--- src/rtl/vending_fsm.sv ---
// Vending machine control core: credit accounting, item dispense, and
// change payout (largest coin first) driven by single-cycle input pulses.
module vending_fsm #(
    parameter int PRICE_A    = 300,
    parameter int PRICE_B    = 700,
    parameter int MAX_CREDIT = 1500,
    parameter int CREDIT_W   = 11
) (
    input  logic                clk,
    input  logic                rst_n,
    input  logic                coin100,
    input  logic                coin500,
    input  logic                sel_a,
    input  logic                sel_b,
    input  logic                cancel,
    output logic [CREDIT_W-1:0] credit,
    output logic                dispense_a,
    output logic                dispense_b,
    output logic                change100,
    output logic                change500,
    output logic                coin_reject,
    output logic                busy
);

    localparam logic [1:0] S_IDLE   = 2'd0;
    localparam logic [1:0] S_CREDIT = 2'd1;
    localparam logic [1:0] S_VEND   = 2'd2;
    localparam logic [1:0] S_CHANGE = 2'd3;

    localparam logic [CREDIT_W-1:0] PA   = CREDIT_W'(PRICE_A);
    localparam logic [CREDIT_W-1:0] PB   = CREDIT_W'(PRICE_B);
    localparam logic [CREDIT_W-1:0] C100 = CREDIT_W'(100);
    localparam logic [CREDIT_W-1:0] C500 = CREDIT_W'(500);
    // Coin acceptance is checked one bit wider so the sum cannot wrap.
    localparam logic [CREDIT_W:0]   W100 = (CREDIT_W+1)'(100);
    localparam logic [CREDIT_W:0]   W500 = (CREDIT_W+1)'(500);
    localparam logic [CREDIT_W:0]   WMAX = (CREDIT_W+1)'(MAX_CREDIT);

    logic [1:0]          state_q, state_d;
    logic [CREDIT_W-1:0] credit_q, credit_d;
    logic                disp_a_q, disp_a_d;
    logic                disp_b_q, disp_b_d;
    logic                chg100_q, chg100_d;
    logic                chg500_q, chg500_d;
    logic                reject_q, reject_d;

    logic                coin_any, coin_both;
    logic [CREDIT_W:0]   coin_sum;

    assign coin_any  = coin100 | coin500;
    assign coin_both = coin100 & coin500;
    assign coin_sum  = {1'b0, credit_q} + (coin500 ? W500 : W100);

    // Next-state and pulse generation; pulses default low so each lasts one cycle.
    always_comb begin
        state_d  = state_q;
        credit_d = credit_q;
        disp_a_d = 1'b0;
        disp_b_d = 1'b0;
        chg100_d = 1'b0;
        chg500_d = 1'b0;
        reject_d = 1'b0;
        case (state_q)
            S_IDLE, S_CREDIT: begin
                if (cancel && credit_q != '0) begin
                    state_d  = S_CHANGE;
                    reject_d = coin_any;
                end else if (sel_a && !sel_b && credit_q >= PA) begin
                    credit_d = credit_q - PA;
                    disp_a_d = 1'b1;
                    state_d  = S_VEND;
                    reject_d = coin_any;
                end else if (sel_b && !sel_a && credit_q >= PB) begin
                    credit_d = credit_q - PB;
                    disp_b_d = 1'b1;
                    state_d  = S_VEND;
                    reject_d = coin_any;
                end else if (coin_both) begin
                    reject_d = 1'b1;
                end else if (coin_any) begin
                    if (coin_sum <= WMAX) begin
                        credit_d = coin_sum[CREDIT_W-1:0];
                        state_d  = S_CREDIT;
                    end else begin
                        reject_d = 1'b1;
                    end
                end
            end
            S_VEND: begin
                reject_d = coin_any;
                state_d  = (credit_q == '0) ? S_IDLE : S_CHANGE;
            end
            S_CHANGE: begin
                reject_d = coin_any;
                if (credit_q >= C500) begin
                    credit_d = credit_q - C500;
                    chg500_d = 1'b1;
                end else if (credit_q >= C100) begin
                    credit_d = credit_q - C100;
                    chg100_d = 1'b1;
                end else begin
                    // Sub-100 residue cannot occur; drop it rather than hang.
                    credit_d = '0;
                end
                if (credit_d == '0) state_d = S_IDLE;
            end
            default: state_d = S_IDLE;
        endcase
    end

    // State, balance and registered output pulses; reset aborts any payout.
    always_ff @(posedge clk or negedge rst_n) begin
        if (!rst_n) begin
            state_q  <= S_IDLE;
            credit_q <= '0;
            disp_a_q <= 1'b0;
            disp_b_q <= 1'b0;
            chg100_q <= 1'b0;
            chg500_q <= 1'b0;
            reject_q <= 1'b0;
        end else begin
            state_q  <= state_d;
            credit_q <= credit_d;
            disp_a_q <= disp_a_d;
            disp_b_q <= disp_b_d;
            chg100_q <= chg100_d;
            chg500_q <= chg500_d;
            reject_q <= reject_d;
        end
    end

    assign credit      = credit_q;
    assign dispense_a  = disp_a_q;
    assign dispense_b  = disp_b_q;
    assign change100   = chg100_q;
    assign change500   = chg500_q;
    assign coin_reject = reject_q;
    assign busy        = (state_q == S_VEND) || (state_q == S_CHANGE);

endmodule

--- config.mk ---
export PLATFORM = sky130hd
export DESIGN_NAME = vending_fsm
export DESIGN_NICKNAME = d
export VERILOG_FILES = /design/src/rtl/vending_fsm.sv
export SDC_FILE = /design/constraint.sdc
export NUM_CORES = 1
export LEC_CHECK = 0
export ABC_CLOCK_PERIOD_IN_PS = 4600
export BUFFER_PORTS_ARGS = -buffer_cell sky130_fd_sc_hd__buf_2
export CAP_MARGIN = 20
export CORE_MARGIN = 4
export CORE_UTILIZATION = 50
export CTS_BUF_LIST = sky130_fd_sc_hd__clkbuf_16
export CTS_CLUSTER_DIAMETER = 80
export DETAILED_ROUTE_END_ITERATION = 16
export PLACE_DENSITY = 0.74
export SETUP_SLACK_MARGIN = 0.2
export SYNTH_ARGS = -nofsm -noshare
export SYNTH_HDL_FRONTEND = slang
export SYNTH_SLANG_ARGS = --single-unit
--- constraint.sdc ---
create_clock -name clk -period 4.6 [get_ports clk]
set_input_delay 0.46 -clock clk [delete_from_list [all_inputs] [get_ports clk]]
set_output_delay 0.46 -clock clk [all_outputs]
set_load 0.005 [all_outputs]
# Word-level counts from Yosys, hierarchy flattened
# Cells that the tools add are included.
# word_totals
reg_bits,18
latch_bits,0
ramBits,0
romBits,0
n_memories,0
# op_classes
n_addsub,5
multipliers,0
n_div,0
magnitude_cmp,5
eq_ne,11
shift,0
mux,39
bitwise_logic,2
n_reduce_logical,17
# op_table
operator,count
2-to-1 mux 11 bit,9
greater-or-equal comparator 11 x 9 -> 1 bit (second input constant),2
zero test 11 bit,2
one-hot mux 11 bit (2 select lines),1
subtractor 11 x 9 -> 11 bit (second input constant),2
2-to-1 mux 1 bit,18
2-to-1 mux 2 bit,8
!= test 5 bit (second input constant),3
adder 11 x 9 -> 12 bit,1
<= comparator 12 x 11 -> 1 bit (second input constant),1
!= test 4 bit (second input constant),3
greater-or-equal comparator 11 x 10 -> 1 bit (second input constant),1
greater-or-equal comparator 11 x 7 -> 1 bit (second input constant),1
nonzero test 11 bit,1
subtractor 11 x 10 -> 11 bit (second input constant),1
subtractor 11 x 7 -> 11 bit (second input constant),1
2-to-1 mux 9 bit,1
one-hot mux 2 bit (3 select lines),1
logical AND 1 bit,5
AND reduction 5 bit,1
== test 2 bit (second input constant),2
!= test 2 bit (second input constant),2
AND reduction 4 bit,1
OR reduction 2 bit,2
other kinds (8),9

# Longest topological paths before layout
# logic_depth
word_depth,10
ltp_mapped,12
depth_no_buf,10

# Worst setup path before layout
# No wires, ideal clock.
# synth_path
path_kind,register to register
start,register credit_q[3] (netlist: credit[3])
end,register state_q[0]
setup_time_ns,0.143
arrival_time_ns,2.512
required_ns,4.457
slack_ns,1.945
path_stages_with_launch,13
path_buffers,2
period_less_slack_ns,2.655
path_cell_list,dfrtp_1 > buf_2 > inv_1 > ha_1 > or3b_2 > nand3_1 > and2_1 > buf_6 > nor3_1 > o32ai_2 > nand4_1 > o41ai_2 > o211ai_1
# synth_between
elab_chain_len,7
# synth_lines
item,line,text
from (decl),40,"logic [CREDIT_W-1:0] credit_q, credit_d;"
from (signal assigned),123,credit_q <= credit_d;
branches (longest 7 deep; another with adder 11 x 9 -> 12 bit),-,
to (signal assigned),122,state_q <= state_d;
to (decl),39,"logic [1:0] state_q, state_d;"
# Several ways; the timed one is not identified. The select of a mux whose other input is x is not followed.
# A chain may end at the register's enable or synchronous reset.

# Worst setup path after layout
# layout_path
start,register credit_q[4] (netlist: credit[4])
end,register credit_q[6] (netlist: credit[6])
# layout_between
elab_chain_len,8
# layout_lines
item
branches (longest 8 deep; another with adder 11 x 9 -> 12 bit)
# Several ways; the timed one is not identified. The select of a mux whose other input is x is not followed.

==> flow_summary.toml <==
[grt]
track_usage_pct = 23.83
grt_pass1_vias = 1993
grt_first_pass_wirelength_um = 9942
overflow = 0
antenna_found_initial = 0
grt_max_degree = 22

[sta]
slew_viol_final = 0
setup_ws_ns = 1.109
tns_ns = 0
hold_viol = 0
holdWs_ns = 0.1427
slew-limit-headroom_pct = 51.06
fin_crit_sh_pct = 75.89
tightest_slew_ns = 0.7341
skew_ns = 0.002678
rsz0062_at_grt = "false"
setup_violations = 0
min_period_ns = 3.491
max_freq_mhz = 286.5

[min_path]
hp-class = "in -> async"

[floorplanning]
fp.dieH_um = 72.02
core_um2 = 3971
initial_utilization_pct = 51.61
die-area_um2 = 5187
io_pins = 24
die_w_um = 72.02
fp-row-count = 23

[power]
p_leak_nw = 0.9189
ir_drop_mv = 0.4141
pwr_density_cell_nw_per_um2 = 853.2

[cells_and_area]
fin_nets = 288
drive_gt1_share_pct = 15.75
area_delta_synth_final_pct = 6.532
final_cell_mix = "nand2_1, nor2_1, buf_2, o21ai_0, dfrtp_1"
insertedDiodeCount = 0
postLayoutCoreUtil_pct = 54.98
mostFrequentLayoutCell = "nand2_1"

[critical_path]
arrival_ns = 3.65
worstPathMaxFanout = 21
path_class = "reg -> reg"
slowest_delay_ns = 0.81
crit_path_frequent_cell = "o21ai_0"
cp-start-kind = "register"
slowest_stage = "dfrtp_1"
path_cells = "ha_1 > a2111oi_2 > o21ai_0 > a31oi_1 > nand3_2 > a21oi_2 > o21ai_0 > o31ai_1"
crit_required_ns = 4.76
end_kind = "register"

[synth]
yosysWarnings = 0
async_reset_ff_share_pct = 100.0
netlist.area_leader.share_pct = 21.98
synthCells = 266
ys_seq_area_share_pct = 21.98
syn-cell-area_um2 = 2049
yosysTopAreaCell = "dfrtp_1"
synthSimpleGateAreaFrac_pct = 23.14
synthMuxAreaShare_pct = 2.564
synth_edf_count = 0
ys_ff_latch = 18
synth_top_family_by_area = "compound AO/OA/AOI/OAI gates"
synth_fp_nets = 280
synth-compound-area-share_pct = 35.16
synthAdderAreaFrac_pct = 5.250
syn_area_per_cell_um2 = 7.705
synthTopCellsByArea = "dfrtp_1, nand2_1, o21ai_0, nor2_1, ha_1"
synth_xor_xnor_area_share_pct = 4.274
synth_flop_cell = "dfrtp_1"
synth_cell_type_count = 68

[placed_design]
pre_cts_slack_ns = 1.195
dp_hpwl_um = 4315
port_buffers = 23
place_congestion = 0.9484

[clock_network]
cts.sinks = 18
cts_root_buf = "clkbuf_16"
clock_latency_ns = 0.25
cts_buffers = 3
cts_max_path_buffers = 2
htreeDepth = 1
cts_hold_buf = 0
clkTransAtPathRegs_ns = 0.06
cts_tree = "done"
post_cts_buffers = 0
cts_resized = 0

[detailed_routing]
vias = 2110
drt-pass1-iter-count = 5
vias_per_cell = 6.533
first_iter_violations = 223
antenna_left = 0
post_drt_wl_per_cell_um = 18.09
drc_errors = 0
drt-total-wl_um = 5843

[status]
run_status = "complete, no violations"

[run]
max_cap_violations = 0
## per-stage QoR
stage / power (W) / std cells / cell area (um^2)
after global placement: 0.001643 / 319 / 2105
final: 0.001863 / 323 / 2183
after detailed placement: 0.001652 / 319 / 2105
after global routing: 0.002037 / 323 / 2183
after floorplan: 0.001405 / 266 / 2049
after CTS: 0.001840 / 323 / 2183
## flip-flops by register name, indices dropped and copies added (netlist names)
register	cells
credit	11
state_q	2
change100	1
change500	1
coin_reject	1
dispense_a	1
dispense_b	1
## cell type report
type | count | area (um^2)
inverters | 9 | 33.78
well taps | 50 | 62.56
clock inverters | 1 | 3.754
multi-input cells | 219 | 1443
repair buffers | 23 | 115.1
flip-flops and latches | 18 | 450.4
clock buffers | 3 | 75.07
fillers | 401 | 1788
## kinds of logic after synthesis
logic type | count (synthesis)
AOI/OAI and AO/OA | 98
xor gates and xnor gates | 10
adders and majority gates | 9
buffers and inverters | 29
DFF | 18
muxes | 5
and+or+nand+nor | 97
## synth_stat cells (3+ instances only)
cell and instances:
nor2_1 24, buf_6 3, inv_1 9, a21oi_1 17, o32ai_1 3, xor2_1 4
nand4_1 4, nor2b_1 4, and3_1 5, o21ai_1 4, dfrtp_1 18, o21ai_0 22
nand3_1 5, ha_1 7, buf_2 5, nand2_1 31, and2_1 5, a31oi_1 3
nor3_1 6, buf_4 5, mux2i_1 3, clkbuf_1 7, xnor2_1 6, a211oi_1 5
a21o_1 3
## critical path: cells and delay by family, from the launching register on
family,cells,cell delay (ns)
flops,1,0.81
simple gates,1,0.15
fa+ha+maj,1,0.46
compound gates,6,1.97
## where the power goes
group	switching (W)	internal, W
Clock	0.0000650	0.000116
Sequential	0.000203	0.000217
Combinational	0.000742	0.000520
Total	0.00101	0.000853
## routing by layer
metal	track usage, %	wire (um)	vias to the layer above
met3	4.571	366	24
met1	31.39	2517	985
met2	37.55	2735	100
met4	11.27	224	0
li1	-	-	1001
met5	0	0	-
## path summary, 6_finish.rpt
kind | startpoint | endpoint | slack, ns | cells after the start
min in group clk | coin100 | coin_reject$_DFF_PN0_ | 0.49 | 2
worst min register to register | credit[0]$_DFFE_PN0P_ | credit[0]$_DFFE_PN0P_ | 0.62 | 1
max in group asynchronous | rst_n | state_q[1]$_DFFE_PN0P_ | 4.16 | 1
worst min-delay path | rst_n | credit[9]$_DFFE_PN0P_ | 0.14 | 1
worst max register to register | credit[4]$_DFFE_PN0P_ | credit[6]$_DFFE_PN0P_ | 1.11 | 8
worst max-delay path | credit[4]$_DFFE_PN0P_ | credit[6]$_DFFE_PN0P_ | 1.11 | 8
Note: power is estimated with default switching activity, not from simulation.
